==> config.mk <==
export PLATFORM = sky130hd
export DESIGN_NAME = issue_scoreboard
export DESIGN_NICKNAME = d
export VERILOG_FILES = /design/src/rtl/issue_scoreboard.sv
export SDC_FILE = /design/constraint.sdc
export NUM_CORES = 1
export LEC_CHECK = 0
export BUFFER_PORTS_ARGS = -buffer_cell sky130_fd_sc_hd__buf_2
export CORE_UTILIZATION = 55
export CTS_CLUSTER_DIAMETER = 120
export DETAILED_ROUTE_END_ITERATION = 12
export GPL_TIMING_DRIVEN = 0
export PLACE_DENSITY = 0.83
export SYNTH_ARGS = -nofsm -noshare
export SYNTH_HDL_FRONTEND = slang
export SYNTH_SLANG_ARGS = --single-unit
==> constraint.sdc <==
create_clock -name clk -period 5.4 [get_ports clk]
set_input_delay 0.27 -clock clk [delete_from_list [all_inputs] [get_ports clk]]
set_output_delay 0.27 -clock clk [all_outputs]
set_load 0.03 [all_outputs]
==> src/rtl/issue_scoreboard.sv <==
// -----------------------------------------------------------------------------
// issue_scoreboard
//   Issue-control stage sitting between the instruction decoder and the
//   execute/register-file datapath. Decoded instructions arrive on a
//   valid/ready handshake. A per-register scoreboard tracks pending writes.
//   Instructions with a RAW or WAW hazard are held back. Hazard-free
//   instructions are presented through a one-entry registered issue slot.
//   Writeback clears scoreboard bits, and flush discards the issue slot.
//
// Ports
//   clk, rst                       : clock (rising edge), async active-high reset
//   dec_valid/dec_ready            : decoder handshake
//   dec_opcode/rd/rs1/rs2          : decoded instruction fields
//   iss_valid/iss_ready            : issue-slot handshake to execute
//   iss_opcode/rd/rs1/rs2          : issue-slot contents
//   wb_valid, wb_rd                : writeback completion
//   flush                          : discard issue-slot contents
//   busy_mask                      : scoreboard, bit n = write to xn pending
//   stall_cycles                   : saturating count of hazard-stall cycles
// -----------------------------------------------------------------------------
module issue_scoreboard #(
    parameter int NUM_REGS    = 32,
    parameter int REG_W       = 5,
    parameter int STALL_CNT_W = 16
) (
    input  logic                   clk,
    input  logic                   rst,
    input  logic                   dec_valid,
    output logic                   dec_ready,
    input  logic [6:0]             dec_opcode,
    input  logic [REG_W-1:0]       dec_rd,
    input  logic [REG_W-1:0]       dec_rs1,
    input  logic [REG_W-1:0]       dec_rs2,
    output logic                   iss_valid,
    input  logic                   iss_ready,
    output logic [6:0]             iss_opcode,
    output logic [REG_W-1:0]       iss_rd,
    output logic [REG_W-1:0]       iss_rs1,
    output logic [REG_W-1:0]       iss_rs2,
    input  logic                   wb_valid,
    input  logic [REG_W-1:0]       wb_rd,
    input  logic                   flush,
    output logic [NUM_REGS-1:0]    busy_mask,
    output logic [STALL_CNT_W-1:0] stall_cycles
);

    logic                   r_iss_valid;
    logic                   r_iss_use_rd;
    logic [6:0]             r_iss_opcode;
    logic [REG_W-1:0]       r_iss_rd;
    logic [REG_W-1:0]       r_iss_rs1;
    logic [REG_W-1:0]       r_iss_rs2;
    logic [NUM_REGS-1:0]    r_busy;
    logic [STALL_CNT_W-1:0] r_stall_cnt;

    logic                   w_use_rs1;
    logic                   w_use_rs2;
    logic                   w_use_rd;
    logic [NUM_REGS-1:0]    w_wb_hit;
    logic [NUM_REGS-1:0]    w_eff_busy;
    logic [NUM_REGS-1:0]    w_busy_next;
    logic                   w_hazard;
    logic                   w_dec_ready;
    logic                   w_accept;

    // Operand usage decoded from the opcode; unknown opcodes use nothing.
    always_comb begin
        w_use_rs1 = 1'b0;
        w_use_rs2 = 1'b0;
        w_use_rd  = 1'b0;
        case (dec_opcode)
            7'b0110011: begin
                w_use_rs1 = 1'b1;
                w_use_rs2 = 1'b1;
                w_use_rd  = 1'b1;
            end
            7'b0010011, 7'b0000011, 7'b1100111: begin
                w_use_rs1 = 1'b1;
                w_use_rd  = 1'b1;
            end
            7'b0100011, 7'b1100011: begin
                w_use_rs1 = 1'b1;
                w_use_rs2 = 1'b1;
            end
            7'b0110111, 7'b0010111, 7'b1101111: begin
                w_use_rd  = 1'b1;
            end
            default: ;
        endcase
    end

    // One-hot writeback decode; a same-cycle writeback hides the busy bit
    // from the hazard check so the dependent instruction issues immediately.
    generate
        for (genvar gi = 0; gi < NUM_REGS; gi++) begin : g_wb_hit
            assign w_wb_hit[gi] = wb_valid && (wb_rd == REG_W'(gi));
        end
    endgenerate

    assign w_eff_busy = r_busy & ~w_wb_hit;

    // The rd term catches WAW: a second writer must wait for the first.
    assign w_hazard = (w_use_rs1 && w_eff_busy[dec_rs1])
                    | (w_use_rs2 && w_eff_busy[dec_rs2])
                    | (w_use_rd  && w_eff_busy[dec_rd]);

    assign w_dec_ready = !flush && !w_hazard && (!r_iss_valid || iss_ready);
    assign w_accept    = dec_valid && w_dec_ready;

    // Clears are applied first so that a set in the same cycle wins.
    // Flush and accept are mutually exclusive (dec_ready is low on flush).
    always_comb begin
        w_busy_next = r_busy & ~w_wb_hit;
        if (flush && r_iss_valid && r_iss_use_rd) begin
            w_busy_next[r_iss_rd] = 1'b0;
        end
        if (w_accept && w_use_rd) begin
            w_busy_next[dec_rd] = 1'b1;
        end
        w_busy_next[0] = 1'b0;  // x0 is never pending
    end

    always_ff @(posedge clk or posedge rst) begin
        if (rst) begin
            r_iss_valid  <= 1'b0;
            r_iss_use_rd <= 1'b0;
            r_iss_opcode <= '0;
            r_iss_rd     <= '0;
            r_iss_rs1    <= '0;
            r_iss_rs2    <= '0;
            r_busy       <= '0;
            r_stall_cnt  <= '0;
        end else begin
            r_busy <= w_busy_next;

            if (flush) begin
                r_iss_valid <= 1'b0;
            end else if (w_accept) begin
                r_iss_valid  <= 1'b1;
                r_iss_use_rd <= w_use_rd;
                r_iss_opcode <= dec_opcode;
                r_iss_rd     <= dec_rd;
                r_iss_rs1    <= dec_rs1;
                r_iss_rs2    <= dec_rs2;
            end else if (iss_ready) begin
                r_iss_valid <= 1'b0;
            end

            if (dec_valid && w_hazard && !flush && !(&r_stall_cnt)) begin
                r_stall_cnt <= r_stall_cnt + STALL_CNT_W'(1);
            end
        end
    end

    assign dec_ready    = w_dec_ready;
    assign iss_valid    = r_iss_valid;
    assign iss_opcode   = r_iss_opcode;
    assign iss_rd       = r_iss_rd;
    assign iss_rs1      = r_iss_rs1;
    assign iss_rs2      = r_iss_rs2;
    assign busy_mask    = r_busy;
    assign stall_cycles = r_stall_cnt;

endmodule

==> results.toml, run 1 <==
[sta]
skew_ps = 10.7
setup_violations = 0
setup_tns_ps = 0
max-slew-margin-rel_pct = 28.1
holdWs_ps = 92.3
layout_min_cycle_time_ps = 3360
period_share_pct = 62.3
final_max_slew_viol_count = 0
hold_viol_final = 0
fmax_mhz = 297
rsz0062_at_grt = "false"
worst_slew_pin_slew_ps = 1050

[clocking]
cts_resized = 0
cts_tree = "built"
numCtsBuffers = 9
clk_path_buf_depth = 2
clock-root-buffer = "clkbuf_8"
cts.sinks = 71
hold_buffers = 0
path_clk_slew_ps = 80
clk-insertion-delay-late_ps = 350
htree_levels = 3
post_cts_buffers = 0

[grt]
grt_pass1_wl_um = 22100
antenna_found_initial = 0
grt_max_degree = 72
first_global_vias = 4179
gr-total-overflow = 0
track_usage_pct = 34.6

[critical_path]
slowest_delay_ps = 690
crit_buf_inv = 2
cp-start-kind = "input pin"
r2r_setup_slack_ps = 2470
critPathSlowestCell = "o21ai_0"
cp_max_fo = 8
r2r_cells = 9
rr_endpoint = "stall_cycles[7]"
arrival_ps = 3090
crit_chain = "buf_2 -> nand4b_1 -> o21ai_0 -> o221ai_1 -> o31ai_1 -> o31ai_1 -> o31ai_2 -> nand3_1 -> nor3b_1 -> buf_2"
cp-end-kind = "output port"
cpLargestDelayFamily = "compound AO/OA/AOI/OAI gates"
critPathRequiredTime_ps = 5130
timing.rr.start = "busy_mask[6]"
criticalPathCategory = "in2out"

[synthesis]
synthCells = 456
yosysSeqAreaShare_pct = 40.6
netlist_area_um2 = 4370
ys_ff_latch = 71
async_reset_ff_share_pct = 100
synth_fp_nets = 490
ys_types = 58
synth-edff-count = 0
synth_ff_type = "dfrtp_1"
synth_area_per_cell_um2 = 9.59
yosysWarnings = 0

[routing]
drcViolationCount = 0
drt-total-wl_um = 14000
drt-vias-per-instance = 6.58
ant_nets = 0
drt_pass1_iterations = 5
vias = 4432
wire_per_inst_um = 20.7
drt-initial-drc-count = 567

[power]
pwr-share-clk_pct = 31.8
power_density_nw_per_um2 = 256
comb_power_share_pct = 23.3
p_total_uw = 1330
leakagePower_uw = 0.00227
swShare_pct = 34.1
ir_drop_uv = 171
cell_internal_pwr_uw = 877
power.switching_uw = 453
seqPwrFrac_pct = 44.9

[hold_path]
hold_path_class = "in2async"

[die]
design.die.area_um2 = 8310
dieWidth_um = 91.2
fp-row-count = 32
start_util_pct = 56.9
core_um2 = 7690
fp.dieH_um = 91.2
ios = 105

[placed_design]
io_buffers = 101
place_congestion = 0.991
hpwl_um = 10300

[outcome]
status = "completed"

[flow_run]
drv_cap = 0

[finish]
finish.utilization_pct = 67.5
drive_gt1_share_pct = 25.0
n_antenna_cell = 0
final_nets = 602
area_growth_pct = 18.8
## cell usage after synthesis (all sizes together), types with 4 or more instances
| library cell | instances | area (um^2) |
|---|---|---|
| mux4 | 8 | 180 |
| nand2b | 9 | 56.3 |
| and3 | 5 | 31.3 |
| a31oi | 4 | 25.0 |
| nor2 | 49 | 184 |
| nor2b | 13 | 81.3 |
| nand4 | 11 | 98.8 |
| nand2 | 25 | 93.8 |
| nand4b | 8 | 85.1 |
| o211ai | 5 | 37.5 |
| mux2 | 26 | 293 |
| dfrtp | 71 | 1780 |
| inv | 8 | 30.0 |
| clkbuf | 12 | 45.0 |
| o21a | 5 | 37.5 |
| o2111ai | 4 | 35.0 |
| nor3 | 5 | 25.0 |
| nand3 | 31 | 160 |
| o22ai | 27 | 169 |
| mux2i | 13 | 130 |
| buf | 10 | 67.6 |
| or3 | 5 | 31.3 |
| o31ai | 4 | 35.0 |
| nand3b | 6 | 45.0 |
| o21ai | 45 | 225 |
| xnor2 | 15 | 131 |
## cell type report
cell class              instances  area (um^2)
clock buffers                   9          124
inverters                       8         32.5
plain buffers                  22          113
fillers                       648         2490
repair buffers                101          505
clock inverters                 6         61.3
well taps                     102          128
flip-flops and latches         71         1780
multi-input cells             355         2450
## layer usage
metal	track usage [%]	up-vias	share of wire (%)
met5	0	-	0
li1	-	1932	-
met2	54.2	309	46
met1	49.6	2149	41
met3	5.53	42	10
met4	10.3	0	2.5
## worst reg2reg max path, delay by kind of cell, from the launching register on
family	cells	cell delay, ps
AOI/OAI and AO/OA	4	1130
xor gates and xnor gates	1	160
buffers and inverters	1	310
DFF	1	350
muxes	1	590
and+or+nand+nor	2	300
## flip-flops by register name, indices dropped and copies added, names as in the netlist
| signal | flops |
|---|---|
| busy_mask | 31 |
| iss_opcode | 7 |
| iss_rd | 5 |
| iss_rs1 | 5 |
| iss_rs2 | 5 |
| iss_valid | 1 |
| r_iss_use_rd | 1 |
| stall_cycles | 16 |
## metrics by stage
step                worst slack, ps  instances  cell area (um^2)
floorplan                      2430        456              4370
global placement               2020        659              5000
detailed placement             1930        659              5010
CTS                            2140        674              5190
global route                   1760        674              5190
finish                         2040        674              5190
## power groups by stage
stage | sequential [uW] | combinational, uW | clock [uW]
4_1_cts | 597 | 306 | 420
5_1_grt | 603 | 329 | 441
2_1_floorplan | 685 | 124 | 0
6_report | 597 | 310 | 423
3_5_place_dp | 607 | 305 | 0
3_3_place_gp | 604 | 299 | 0
## logic make-up after synthesis
logic type                 synth area share (%)
adders and majority gates                 0.286
buffers and inverters                      3.26
muxes                                      13.8
xor gates and xnor gates                   3.21
other                                    0.0858
AOI/OAI and AO/OA                          15.8
and+or+nand+nor                            22.9
DFF                                        40.6
## worst max path at each step
stage                     slack, ps         end  depth (start not counted)     start
final                          2040   dec_ready                         10  wb_rd[3]
after global placement         2020   iss_rd[2]                         12  wb_rd[4]
after CTS                      2140   dec_ready                         11  wb_rd[4]
after global routing           1760   dec_ready                         10  wb_rd[3]
after detailed placement       1930  iss_rs1[3]                         12  wb_rd[4]
after floorplan                2430   dec_ready                          8  wb_rd[1]
## layout by cell type, fill, tap and decap left out, drive strengths merged, types with 9 or more instances in the layout
cell type	netlist	final
xnor2	15	15
o21ai	45	45
o22ai	27	27
buf	10	111
dfrtp	71	71
nand2b	9	9
clkbuf	12	21
nor2b	13	13
nor2	49	49
nand3	31	31
mux2	26	26
nand2	25	25
nand4	11	11
mux2i	13	13
inv	8	9
No activity file was read; power rests on OpenSTA's default activity.
==> run 2, diff against run 1 <==
CORE_UTILIZATION = 54   (was 55)
PLACE_DENSITY = 0.81   (was 0.83)
clock period = 3.5 ns   (was 5.4 ns; I/O delays follow)
==> results.toml, run 2 (synthesis gave the netlist of run 1 again) <==
[routing]
drt_pass1_iterations = 5
drcViolationCount = 0
wire_per_inst_um = 21.8
vias = 4427
drt-vias-per-instance = 6.56
ant_nets = 0
drt-initial-drc-count = 423
drt-total-wl_um = 14700

[die]
fp-row-count = 32
ios = 105
start_util_pct = 56.3
dieWidth_um = 92.0
core_um2 = 7770
fp.dieH_um = 92.0
design.die.area_um2 = 8460

[critical_path]
cp-end-kind = "output port"
critPathSlowestCell = "o21ai_0"
cp-start-kind = "input pin"
cp_max_fo = 8
arrival_ps = 3090
crit_chain = "buf_2 -> nand4b_1 -> o21ai_0 -> o221ai_1 -> o31ai_1 -> o31ai_1 -> o31ai_2 -> nand3_1 -> nor3b_1 -> buf_2"
criticalPathCategory = "in2out"
slowest_delay_ps = 730
critPathRequiredTime_ps = 3320

[placed_design]
place_congestion = 0.985
io_buffers = 101
hpwl_um = 10700
post_dp_cell_area_um2 = 5010

[sta]
fmax_mhz = 306
max-slew-margin-rel_pct = 20.3
final_max_slew_viol_count = 0
layout_min_cycle_time_ps = 3270
setup_violations = 0
skew_ps = 10.3
worst_slew_pin_slew_ps = 1170
hold_viol_final = 0
rsz0062_at_grt = "false"
period_share_pct = 93.3
holdWs_ps = 1.05

[outcome]
status = "completed"

[clocking]
cts_tree = "built"
post_cts_buffers = 0
clock-root-buffer = "clkbuf_8"
clk-insertion-delay-late_ps = 360
hold_buffers = 0
cts_resized = 0
clk_path_buf_depth = 2
htree_levels = 3
path_clk_slew_ps = 90
numCtsBuffers = 9
cts.sinks = 71

[grt]
first_global_vias = 4172
antenna_found_initial = 0
track_usage_pct = 36.2
grt_pass1_wl_um = 23100
gr-total-overflow = 0
grt_max_degree = 72

[finish]
layout_common_cells = "104 x buf_2, 71 x dfrtp_1, 49 x nor2_1"
largest_register_ffs = 31
area_growth_pct = 19.8
final_nets = 602
layout_commonest_cell = "buf_2"
drive_gt1_share_pct = 25.1
fillCellCount = 652
n_antenna_cell = 0
stdcell_area_um2 = 5240

[hold_path]
hold_path_class = "in2async"

[flow_run]
drv_cap = 0

[power]
ir_drop_uv = 279
p_total_uw = 2170
power_density_nw_per_um2 = 415
leakagePower_uw = 0.00228
[run 2: cell count changes in the layout (fill, tap and decap cells not counted)]
cell	previous run	this run
clkinvlp_4	1	2
bufinv_16	1	2
clkbuf_8	9	10
clkinv_2	3	0
clkinv_4	0	1
[run 2: final cells by class]
cell class                      count  area [um^2]  area share [%]
Buffer                             22          113            2.15
Sequential cell                    71         1780            33.9
Inverter                            8         32.5           0.621
Multi-Input combinational cell    355         2450            46.8
Timing Repair Buffer              101          505            9.65
Clock inverter                      6         92.6            1.77
Tap cell                          102          128            2.44
Clock buffer                       10          138            2.63
[run 2: power by group]
part           switching [uW]  internal (uW)  leakage [uW]
Clock                     348            424      0.000109
Sequential               39.5            881      0.000939
Combinational             333            147       0.00123
Total                     721           1450       0.00228
[run 2: critical path: cells and delay by family]
| family | cells | cell delay, ps |
|---|---|---|
| AO/OA/AOI/OAI | 5 | 1840 |
| AND/OR/NAND/NOR | 3 | 700 |
| buffers and inverters | 2 | 360 |
[run 2: metal layers]
layer | vias to the layer above | wire [um] | track usage [%]
li1 | 1950 | - | -
met1 | 2173 | 5850 | 48.3
met3 | 50 | 1400 | 8.37
met5 | - | 0 | 0
met4 | 0 | 454 | 12.9
met2 | 254 | 7030 | 58.0
[run 2: worst paths after layout]
check                              from              end  slack (ps)  cells after the start
setup reg to reg           busy_mask[7]    busy_mask[16]         560                      9
setup / recovery               wb_rd[3]        dec_ready         230                     10
hold reg to reg              iss_rs2[1]       iss_rs2[1]         480                      1
hold / removal                      rst  stall_cycles[5]           1                      2
min in group clk                  flush        iss_valid          40                      2
max in group asynchronous           rst    busy_mask[12]        2930                      2
[run 2: metrics by stage]
step	util, %	instances	setup slack (ps)	TNS, ps
after floorplan	-	456	722	0
after global placement	64.4	659	-83.0	-1530
after detailed placement	64.5	659	38.9	0
after CTS	67.4	675	327	0
after global routing	67.4	675	79.1	0
final	67.4	675	235	0
